<file path="config.mk">
export PLATFORM = sky130hd
export DESIGN_NAME = calendar_uart_tx_flat
export DESIGN_NICKNAME = d
export VERILOG_FILES = /design/src/rtl/calendar_uart_tx_if.sv /design/src/rtl/calendar_uart_tx.sv /design/src/flat_wrapper.sv
export SDC_FILE = /design/constraint.sdc
export NUM_CORES = 1
export LEC_CHECK = 0
export CAP_MARGIN = 20
export CORE_ASPECT_RATIO = 0.7
export CORE_MARGIN = 2
export CORE_UTILIZATION = 35
export CTS_BUF_LIST = sky130_fd_sc_hd__clkbuf_16
export CTS_CLUSTER_DIAMETER = 80
export DETAILED_ROUTE_END_ITERATION = 10
export GPL_TIMING_DRIVEN = 0
export MAX_ROUTING_LAYER = met4
export PLACE_DENSITY_LB_ADDON = 0.05
export SYNTH_ARGS = -nofsm -noshare
export SYNTH_HDL_FRONTEND = slang
export SYNTH_SLANG_ARGS = --single-unit
</file>
<file path="constraint.sdc">
create_clock -name clk -period 9.85 [get_ports clk]
set_input_delay 1.97 -clock clk [delete_from_list [all_inputs] [get_ports clk]]
set_output_delay 1.97 -clock clk [all_outputs]
set_load 0.01 [all_outputs]
</file>
<file path="src/rtl/calendar_uart_tx_if.sv">
// Signal bundle between the calendar block / UART pin and calendar_uart_tx.
// master drives the calendar fields and send request; slave is the transmitter.
interface calendar_uart_tx_if;
   logic [6:0] Day;
   logic [6:0] Month;
   logic [6:0] Year;
   logic       send;
   logic       tx;
   logic       busy;
   logic       done;

   modport master (output Day, Month, Year, send, input tx, busy, done);
   modport slave  (input Day, Month, Year, send, output tx, busy, done);
endinterface

</file>
<file path="src/rtl/calendar_uart_tx.sv">
// Snapshots Day/Month/Year on a send edge and transmits "YY-MM-DD\r\n" as 8N1 frames.
// Define CAL_TX_CENTURY_EN to prefix the report with "20" (12 bytes).
module calendar_uart_tx #(
   parameter int unsigned CLKS_PER_BIT = 5208
) (
   input logic               clk,
   input logic               reset,
   calendar_uart_tx_if.slave bus
);

   typedef enum logic [1:0] {IDLE, START, DATA, STOP} state_t;

`ifdef CAL_TX_CENTURY_EN
   localparam int unsigned NBYTES = 12;
`else
   localparam int unsigned NBYTES = 10;
`endif
   localparam logic [3:0]  LAST_BYTE = 4'(NBYTES - 1);
   localparam logic [15:0] BAUD_MAX  = 16'(CLKS_PER_BIT - 1);

   state_t      state, state_nxt;
   logic [15:0] baud_cnt;
   logic [2:0]  bit_idx, bit_nxt;
   logic [3:0]  byte_idx, body_idx;
   logic [6:0]  snap_d, snap_m, snap_y;
   logic        send_q, start_req, baud_done;
   logic        tx_r, busy_r, done_r, tx_nxt, done_nxt;
   logic [7:0]  cur_byte;

   function automatic logic [6:0] clamp99(input logic [6:0] n);
      return (n > 7'd99) ? 7'd99 : n;
   endfunction

   function automatic logic [7:0] tens_ascii(input logic [6:0] n);
      return {4'h3, 4'(n / 7'd10)};
   endfunction

   function automatic logic [7:0] ones_ascii(input logic [6:0] n);
      return {4'h3, 4'(n % 7'd10)};
   endfunction

   assign start_req = bus.send & ~send_q;
   assign baud_done = (baud_cnt == BAUD_MAX);
   assign bus.tx    = tx_r;
   assign bus.busy  = busy_r;
   assign bus.done  = done_r;

   always_comb begin
`ifdef CAL_TX_CENTURY_EN
      body_idx = byte_idx - 4'd2;
`else
      body_idx = byte_idx;
`endif
      case (body_idx)
         4'd0:    cur_byte = tens_ascii(snap_y);
         4'd1:    cur_byte = ones_ascii(snap_y);
         4'd2:    cur_byte = 8'h2D;
         4'd3:    cur_byte = tens_ascii(snap_m);
         4'd4:    cur_byte = ones_ascii(snap_m);
         4'd5:    cur_byte = 8'h2D;
         4'd6:    cur_byte = tens_ascii(snap_d);
         4'd7:    cur_byte = ones_ascii(snap_d);
         4'd8:    cur_byte = 8'h0D;
         default: cur_byte = 8'h0A;
      endcase
`ifdef CAL_TX_CENTURY_EN
      if (byte_idx == 4'd0)      cur_byte = 8'h32;
      else if (byte_idx == 4'd1) cur_byte = 8'h30;
`endif
   end

   always_comb begin
      state_nxt = state;
      done_nxt  = 1'b0;
      case (state)
         IDLE:  if (start_req) state_nxt = START;
         START: if (baud_done) state_nxt = DATA;
         DATA:  if (baud_done && bit_idx == 3'd7) state_nxt = STOP;
         STOP: begin
            if (baud_done) begin
               if (byte_idx == LAST_BYTE) begin
                  state_nxt = IDLE;
                  done_nxt  = 1'b1;
               end else begin
                  state_nxt = START;
               end
            end
         end
         default: state_nxt = IDLE;
      endcase

      bit_nxt = (state == DATA && baud_done) ? bit_idx + 3'd1 : bit_idx;
      // tx is registered, so it is derived from the state being entered
      case (state_nxt)
         START:   tx_nxt = 1'b0;
         DATA:    tx_nxt = cur_byte[bit_nxt];
         default: tx_nxt = 1'b1;
      endcase
   end

   always_ff @(posedge clk) begin
      if (reset) begin
         state    <= IDLE;
         send_q   <= 1'b1;
         tx_r     <= 1'b1;
         busy_r   <= 1'b0;
         done_r   <= 1'b0;
         baud_cnt <= '0;
         bit_idx  <= '0;
         byte_idx <= '0;
         snap_d   <= '0;
         snap_m   <= '0;
         snap_y   <= '0;
      end else begin
         send_q   <= bus.send;
         state    <= state_nxt;
         tx_r     <= tx_nxt;
         done_r   <= done_nxt;
         busy_r   <= (state_nxt != IDLE);
         baud_cnt <= (state == IDLE || baud_done) ? '0 : baud_cnt + 16'd1;
         bit_idx  <= (state_nxt == DATA) ? bit_nxt : '0;
         if (state == IDLE && start_req) begin
            snap_d   <= clamp99(bus.Day);
            snap_m   <= clamp99(bus.Month);
            snap_y   <= clamp99(bus.Year);
            byte_idx <= '0;
         end else if (state == STOP && baud_done) begin
            byte_idx <= (byte_idx == LAST_BYTE) ? '0 : byte_idx + 4'd1;
         end
      end
   end

endmodule

</file>
<file path="src/flat_wrapper.sv">
// flat-port wrapper written by rule: the top's interface ports become plain ports
module calendar_uart_tx_flat 
#(
   parameter int unsigned CLKS_PER_BIT = 5208
)
  (clk, reset, bus_Day, bus_Month, bus_Year, bus_send, bus_tx, bus_busy, bus_done);
  calendar_uart_tx_if bus_i ();
  input logic clk;
  input logic reset;
  input wire logic [$bits(bus_i.Day)-1:0] bus_Day;
  input wire logic [$bits(bus_i.Month)-1:0] bus_Month;
  input wire logic [$bits(bus_i.Year)-1:0] bus_Year;
  input wire logic [$bits(bus_i.send)-1:0] bus_send;
  output wire logic [$bits(bus_i.tx)-1:0] bus_tx;
  output wire logic [$bits(bus_i.busy)-1:0] bus_busy;
  output wire logic [$bits(bus_i.done)-1:0] bus_done;
  assign bus_i.Day = bus_Day;
  assign bus_i.Month = bus_Month;
  assign bus_i.Year = bus_Year;
  assign bus_i.send = bus_send;
  assign bus_tx = bus_i.tx;
  assign bus_busy = bus_i.busy;
  assign bus_done = bus_i.done;
  calendar_uart_tx #(.CLKS_PER_BIT(CLKS_PER_BIT)) u_core (.clk(clk), .reset(reset), .bus(bus_i));
endmodule
</file>
== Word level (Yosys, flattened, before mapping) ==
Index checks and enable logic that the tools add are counted.
Widths: inputs -> output; s select.

* Register bits after elaboration: 50
* Input bits: 24
* Output and inout bits: 3
* Logic and storage cells: 74

* $add $sub $neg: 3
* Divide/modulo/power cells: 6
* $lt $le $gt $ge: 4
* Equal/unequal tests: 16
* Muxes and demuxes: 16
* Bitwise logic cells: 5
* Reduce and logical (&&, ||, !) cells: 13

{| class="wikitable"
|+ Operators by type and width
! operator !! count
|-
| $pmux 6 s8 || 1
|-
| $div 7x4->7 const B || 3
|-
| $gt 7x7->1 const B || 3
|-
| $mod 7x4->7 const B || 3
|-
| $mux 7 || 3
|-
| $add 16x1->16 const B || 1
|-
| $eq 16x13->1 const B || 1
|-
| $eq 4x3->1 const B || 4
|-
| $eq 4x2->1 const B || 2
|-
| $eq 4x4->1 const B || 2
|-
| $mux 2 || 4
|-
| $pmux 2 s4 || 1
|-
| $reduce_or 2->1 || 4
|-
| $eq 2x2->1 const B || 3
|-
| $add 4x1->4 const B || 1
|-
| $eq 2x1->1 const B || 2
|-
| $eq 4x1->1 const B || 1
|-
| $logic_and 1x1->1 || 4
|-
| $logic_not 4->1 || 1
|-
| $lt 3x4->1 const B || 1
|-
| $mux 4 || 1
|-
| $not 1->1 || 4
|-
| $add 3x1->3 const B || 1
|-
| $bmux 1 s3 || 1
|-
| other kinds (9) || 11
|}

== Logic depth before layout (Yosys ltp) ==
* Depth in word-level cells: 7
* Mapped depth: 19
* Gate-level depth less buffers: 14

== Worst setup path before layout ==
OpenSTA, ideal clock, no wires.

* Path type: register -> register
* From: register u_core.byte_idx[3] (netlist: u_core.body_idx[3])
* To: register u_core.tx_r (netlist: u_core.bus.tx)
* Setup time: 122 ps
* Data arrival time: 3512 ps
* Required time: 9728 ps
* Setup slack: 6216 ps
* Cell stages (with the launch flop): 20
* Path buffers: 5
* Period minus slack after synthesis: 3634 ps
* Cell sequence: dfxtp_1 > buf_6 > nand2b_4 > buf_6 > or3_1 > buf_6 > o221ai_1 > buf_2 > and2_4 > xnor2_1 > o31ai_1 > a21oi_1 > ha_1 > clkbuf_1 > nand2_1 > a22o_1 > o21a_1 > o311a_1 > a211oi_1 > o31ai_1

* Cells in the longest elaborated chain, start to end: 6
* Elaborated cells between the ends (all ways): 20
* Those cells by class: eq/ne: 11; mux: 7; reduce/logical: 2

{| class="wikitable"
|+ Ends and longest elaborated chain
! what !! RTL line !! source
|-
| start: declaration || calendar_uart_tx.sv:24 || <nowiki>logic [3:0] byte_idx, body_idx;</nowiki>
|-
| start signal: assignment || calendar_uart_tx.sv:128 || <nowiki>byte_idx <= (byte_idx == LAST_BYTE) ? '0 : byte_idx + 4'd1;</nowiki>
|-
| $eq 4x2->1, or another cell as far along || calendar_uart_tx.sv:54 || <nowiki>case (body_idx)</nowiki>
|-
| $reduce_or 2->1 (no line) / $mux 1 (equally long branches) || n/a ||
|-
| $pmux 6 s8 / $mux 2 (equally long branches) || calendar_uart_tx.sv:54, calendar_uart_tx.sv:80 ||
|-
| $bmux 1 s3 / $pmux 2 s4 (equally long branches) || calendar_uart_tx.sv:96, calendar_uart_tx.sv:75 ||
|-
| $mux 1 (not written as such), or another cell as far along || calendar_uart_tx.sv:96 || <nowiki>DATA: tx_nxt = cur_byte[bit_nxt];</nowiki>
|-
| $pmux 1 s2 * || calendar_uart_tx.sv:94 || <nowiki>case (state_nxt)</nowiki>
|-
| end signal: assignment || calendar_uart_tx.sv:117 || <nowiki>tx_r <= tx_nxt;</nowiki>
|-
| end: declaration || calendar_uart_tx.sv:27 || <nowiki>logic tx_r, busy_r, done_r, tx_nxt, done_nxt;</nowiki>
|}

Mark *: on every way between the ends. The rest lies on a longest branch, timed or not. The select of a mux whose other input is x is not followed.
A chain may end at the register's enable or synchronous reset.

== Worst setup path after layout ==
Same ends and word-level chain as after synthesis.

==> metrics.md <==
| Metric | Value |
|---|---|
| Switching Share | `25.08%` |
| Slew HR | `33.17%` |
| Tcrit/Tclk final | `43.08%` |
| Syn_nets | `479` |
| R2R Path Start | `u_core.body_idx[3]` |
| DRC | `0` |
| Post-synthesis async set-or-reset flop share | `0%` |
| Register area share after synthesis | `28.87%` |
| P_leak | `1.274 nW` |
| VDD IR max | `0.06966 mV` |
| First-pass GRT wire length | `16.65 mm` |
| Critical path peak fanout | `10` |
| Net count, final | `512` |
| Root buf cell | `clkbuf_16` |
| CTS max path bufs | `2` |
| Net Sw Power | `117.2 µW` |
| Register area | `1001 µm²` |
| Die height | `87.27 µm` |
| Total grt overflow | `0` |
| Layout cell share with drive strength beyond 1 | `9.897%` |
| CTS clk-pin slew, worst paths | `0.07 ns` |
| Arr. time, crit path | `4.43 ns` |
| Critical Path End | `u_core.bus.tx` |
| Synth Instances | `451` |
| Gr usage total | `20.55%` |
| Hold Crit Class | `flip-flop to flip-flop` |
| Die area | `10730 µm²` |
| N_diodes | `0` |
| Post_cts resized | `0` |
| Vias post-DR | `3551` |
| Synthesized area | `3467 µm²` |
| Core Rows | `30` |
| Routability cong. | `0.8231` |
| Crit path required time | `10.03 ns` |
| Average routed wire per standard cell | `16.68 µm` |
| Max Used Layer | `met4` |
| Hold_buf cts | `0` |
| Main area contributors after synthesis | `dfxtp_1 29%, nand2_1 5.5%, nor2_1 5.4%` |
| Met3 wire len | `577 µm` |
| Drt first pass iters | `5` |
| Final core utilization | `42.10%` |
| Multi-input logic area | `2291 µm²` |
| Synth Flop Type | `dfxtp_1` |
| Worst Setup SP | `u_core.body_idx[3]` |
| Area Growth Syn to Fin | `17.14%` |
| # setup viols final | `0` |
| Post-route ant nets | `0` |
| Total Wirelength | `10.22 mm` |
| R2R Path End | `u_core.bus.tx` |
| Reg2Reg Depth | `19` |
| Total CTS buffers | `5` |
| Setup repair bufs after CTS | `0` |
| Max Slew Vio Count | `0` |
| DRT met1 WL | `5.546 mm` |
| Least-Margin Pin Slew | `1.002 ns` |
| Initial Util | `35.94%` |
| Logic pwr share | `11.5%` |
| Vias in the first global route | `3171` |
| Fillers | `1010` |
| Final Skew | `0.008144 ns` |
| Final design area excluding fillers | `4061 µm²` |
| Pint | `350.2 µW` |
| Most common cell in the netlist | `nand2_1` |
| DR vias/cell | `5.793` |
| Yosys top cell area share | `28.87%` |
| Maximum level of the CTS H-tree | `2` |
| Area of placed instances | `3894 µm²` |
| Power consumption | `467.5 µW` |
| Critical path type | `flip-flop to flip-flop` |
| F_max | `235.7 MHz` |
| Core footprint | `9647 µm²` |
| Pin count of the biggest net entering global routing | `17` |
| Number of synthesized flops with an enable pin | `0` |
| Seq cells post-synth | `50` |
| Final setup TNS | `0 ns` |
| IO Count | `27` |
| Post-synth top cells | `51 x nand2_1, 50 x dfxtp_1, 50 x nor2_1` |
| RSZ-0062 raised after global routing | `false` |
| Initial antenna violation count | `0` |
| PD cells | `115.1 nW/µm²` |
| Run status | `complete, no violations` |
| Drt initial violations | `279` |
| Period minus WS final | `4.243 ns` |
| Synth area leader | `dfxtp_1` |
| Syn Area/Cell | `7.688 µm²` |
| Max Cap Viol | `0` |
| Netlist cell types | `71` |
| DIE WIDTH | `123.0 µm` |
| Yosys warns | `0` |
| Critical Path Sink Type | `flip-flop` |
| CTS tree | `yes` |
| Sequential power share | `45.1%` |
| Clock power share | `43.4%` |
| Flop2flop setup slack | `5.61 ns` |
| Startpoint types | `flip-flop` |
| Clock insertion delay at the later pin of the skew report | `0.29 ns` |
| I/O Buffers | `26` |
| Clk sinks | `50` |
| DP Wirelength | `7.787 mm` |
| Met2 Wirelength | `4.005 mm` |
| Fin. Hold Viols | `0` |
sequential cells by signal (all words and copies together), names as in the netlist:
signal           count
u_core.snap_m        7
u_core.state         2
u_core.send_q        1
u_core.snap_d        7
u_core.baud_cnt     16
u_core.bus.tx        1
u_core.bit_idx       3
u_core.snap_y        7
u_core.bus.done      1
u_core.body_idx      4
u_core.bus.busy      1
through the flow:
step	worst slack [ns]	hold WS, ns	instances
5_1_grt	5.334	0.4650	613
3_5_place_dp	5.639	0.4373	605
6_report	5.607	0.4461	613
4_1_cts	5.625	0.4535	613
3_3_place_gp	4.964	0.4336	605
2_1_floorplan	6.216	0.4175	451
cell type report:
| class | instances | share of cell area, % |
|---|---|---|
| repair buffers | 26 | 6.408 |
| clock buffers | 5 | 3.081 |
| inverters | 6 | 0.5545 |
| well taps | 128 | 3.943 |
| plain buffers | 30 | 3.912 |
| flip-flops and latches | 50 | 24.65 |
| clock inverters | 3 | 1.047 |
| multi-input cells | 365 | 56.41 |
cells in the final DEF, fill, tap and decap left out, drive strengths merged, types with 4 or more instances in the layout:
cell type and count:
nand3 26, or3 7, inv 7, a211oi 6
clkdlybuf4s50 26, clkbuf 18, mux2i 5, nor2b 5
o21ai 30, dfxtp 50, o211ai 5, o221ai 6
a221oi 5, nor3 17, nor4bb 5, a21oi 34
nand2b 6, buf 17, nand2 51, o31ai 8
xnor2 11, a221o 8, nor2 53, a31oi 4
nand4 10, xor2 10, ha 4, o221a 5
power groups by stage:
stage | clock network, mW | logic [mW] | registers (mW)
2_1_floorplan | 0 | 0.0317 | 0.214
3_3_place_gp | 0 | 0.0524 | 0.215
3_5_place_dp | 0 | 0.0529 | 0.216
4_1_cts | 0.209 | 0.0532 | 0.211
5_1_grt | 0.218 | 0.0591 | 0.212
6_report | 0.203 | 0.0535 | 0.211
kinds of logic after synthesis:
group,Yosys count,synth area share (%)
AND/OR/NAND/NOR,204,30.86
AO/OA/AOI/OAI,129,26.24
flip-flops,50,28.87
buffers and inverters,36,5.233
XOR/XNOR,21,5.305
multiplexers,6,1.768
adder cells (fa/ha/maj),5,1.732
worst max-delay path, stage by stage (launching register included):
cell,delay [ns]
dfxtp_1,0.31
buf_6,0.13
nand2b_4,0.13
buf_6,0.14
or3_1,0.32
buf_6,0.15
o221ai_1,0.30
buf_2,0.29
and2_4,0.20
xnor2_1,0.11
o31ai_1,0.08
a21oi_1,0.16
ha_1,0.21
clkbuf_1,0.37
nand2_1,0.10
a22o_1,0.25
o21a_1,0.20
o311a_1,0.35
a211oi_1,0.21
o31ai_1,0.10
worst min-delay path by stage:
stage	startpoint	end	slack [ns]	cells past startpoint
after global placement	u_core.baud_cnt[0]	u_core.baud_cnt[0]	0.43	1
after CTS	u_core.baud_cnt[0]	u_core.baud_cnt[0]	0.45	1
final	u_core.baud_cnt[0]	u_core.baud_cnt[0]	0.45	1
after floorplan	u_core.baud_cnt[0]	u_core.baud_cnt[0]	0.42	1
after detailed placement	u_core.baud_cnt[0]	u_core.baud_cnt[0]	0.44	1
after global routing	u_core.baud_cnt[0]	u_core.baud_cnt[0]	0.47	1
per-layer routing:
metal / GRT usage, % / vias up
met5: - / -
met4: 4.180 / 0
met3: 3.665 / 8
met2: 28.13 / 99
met1: 30.99 / 1693
li1: - / 1751
Note: power is estimated with default switching activity, not from simulation.
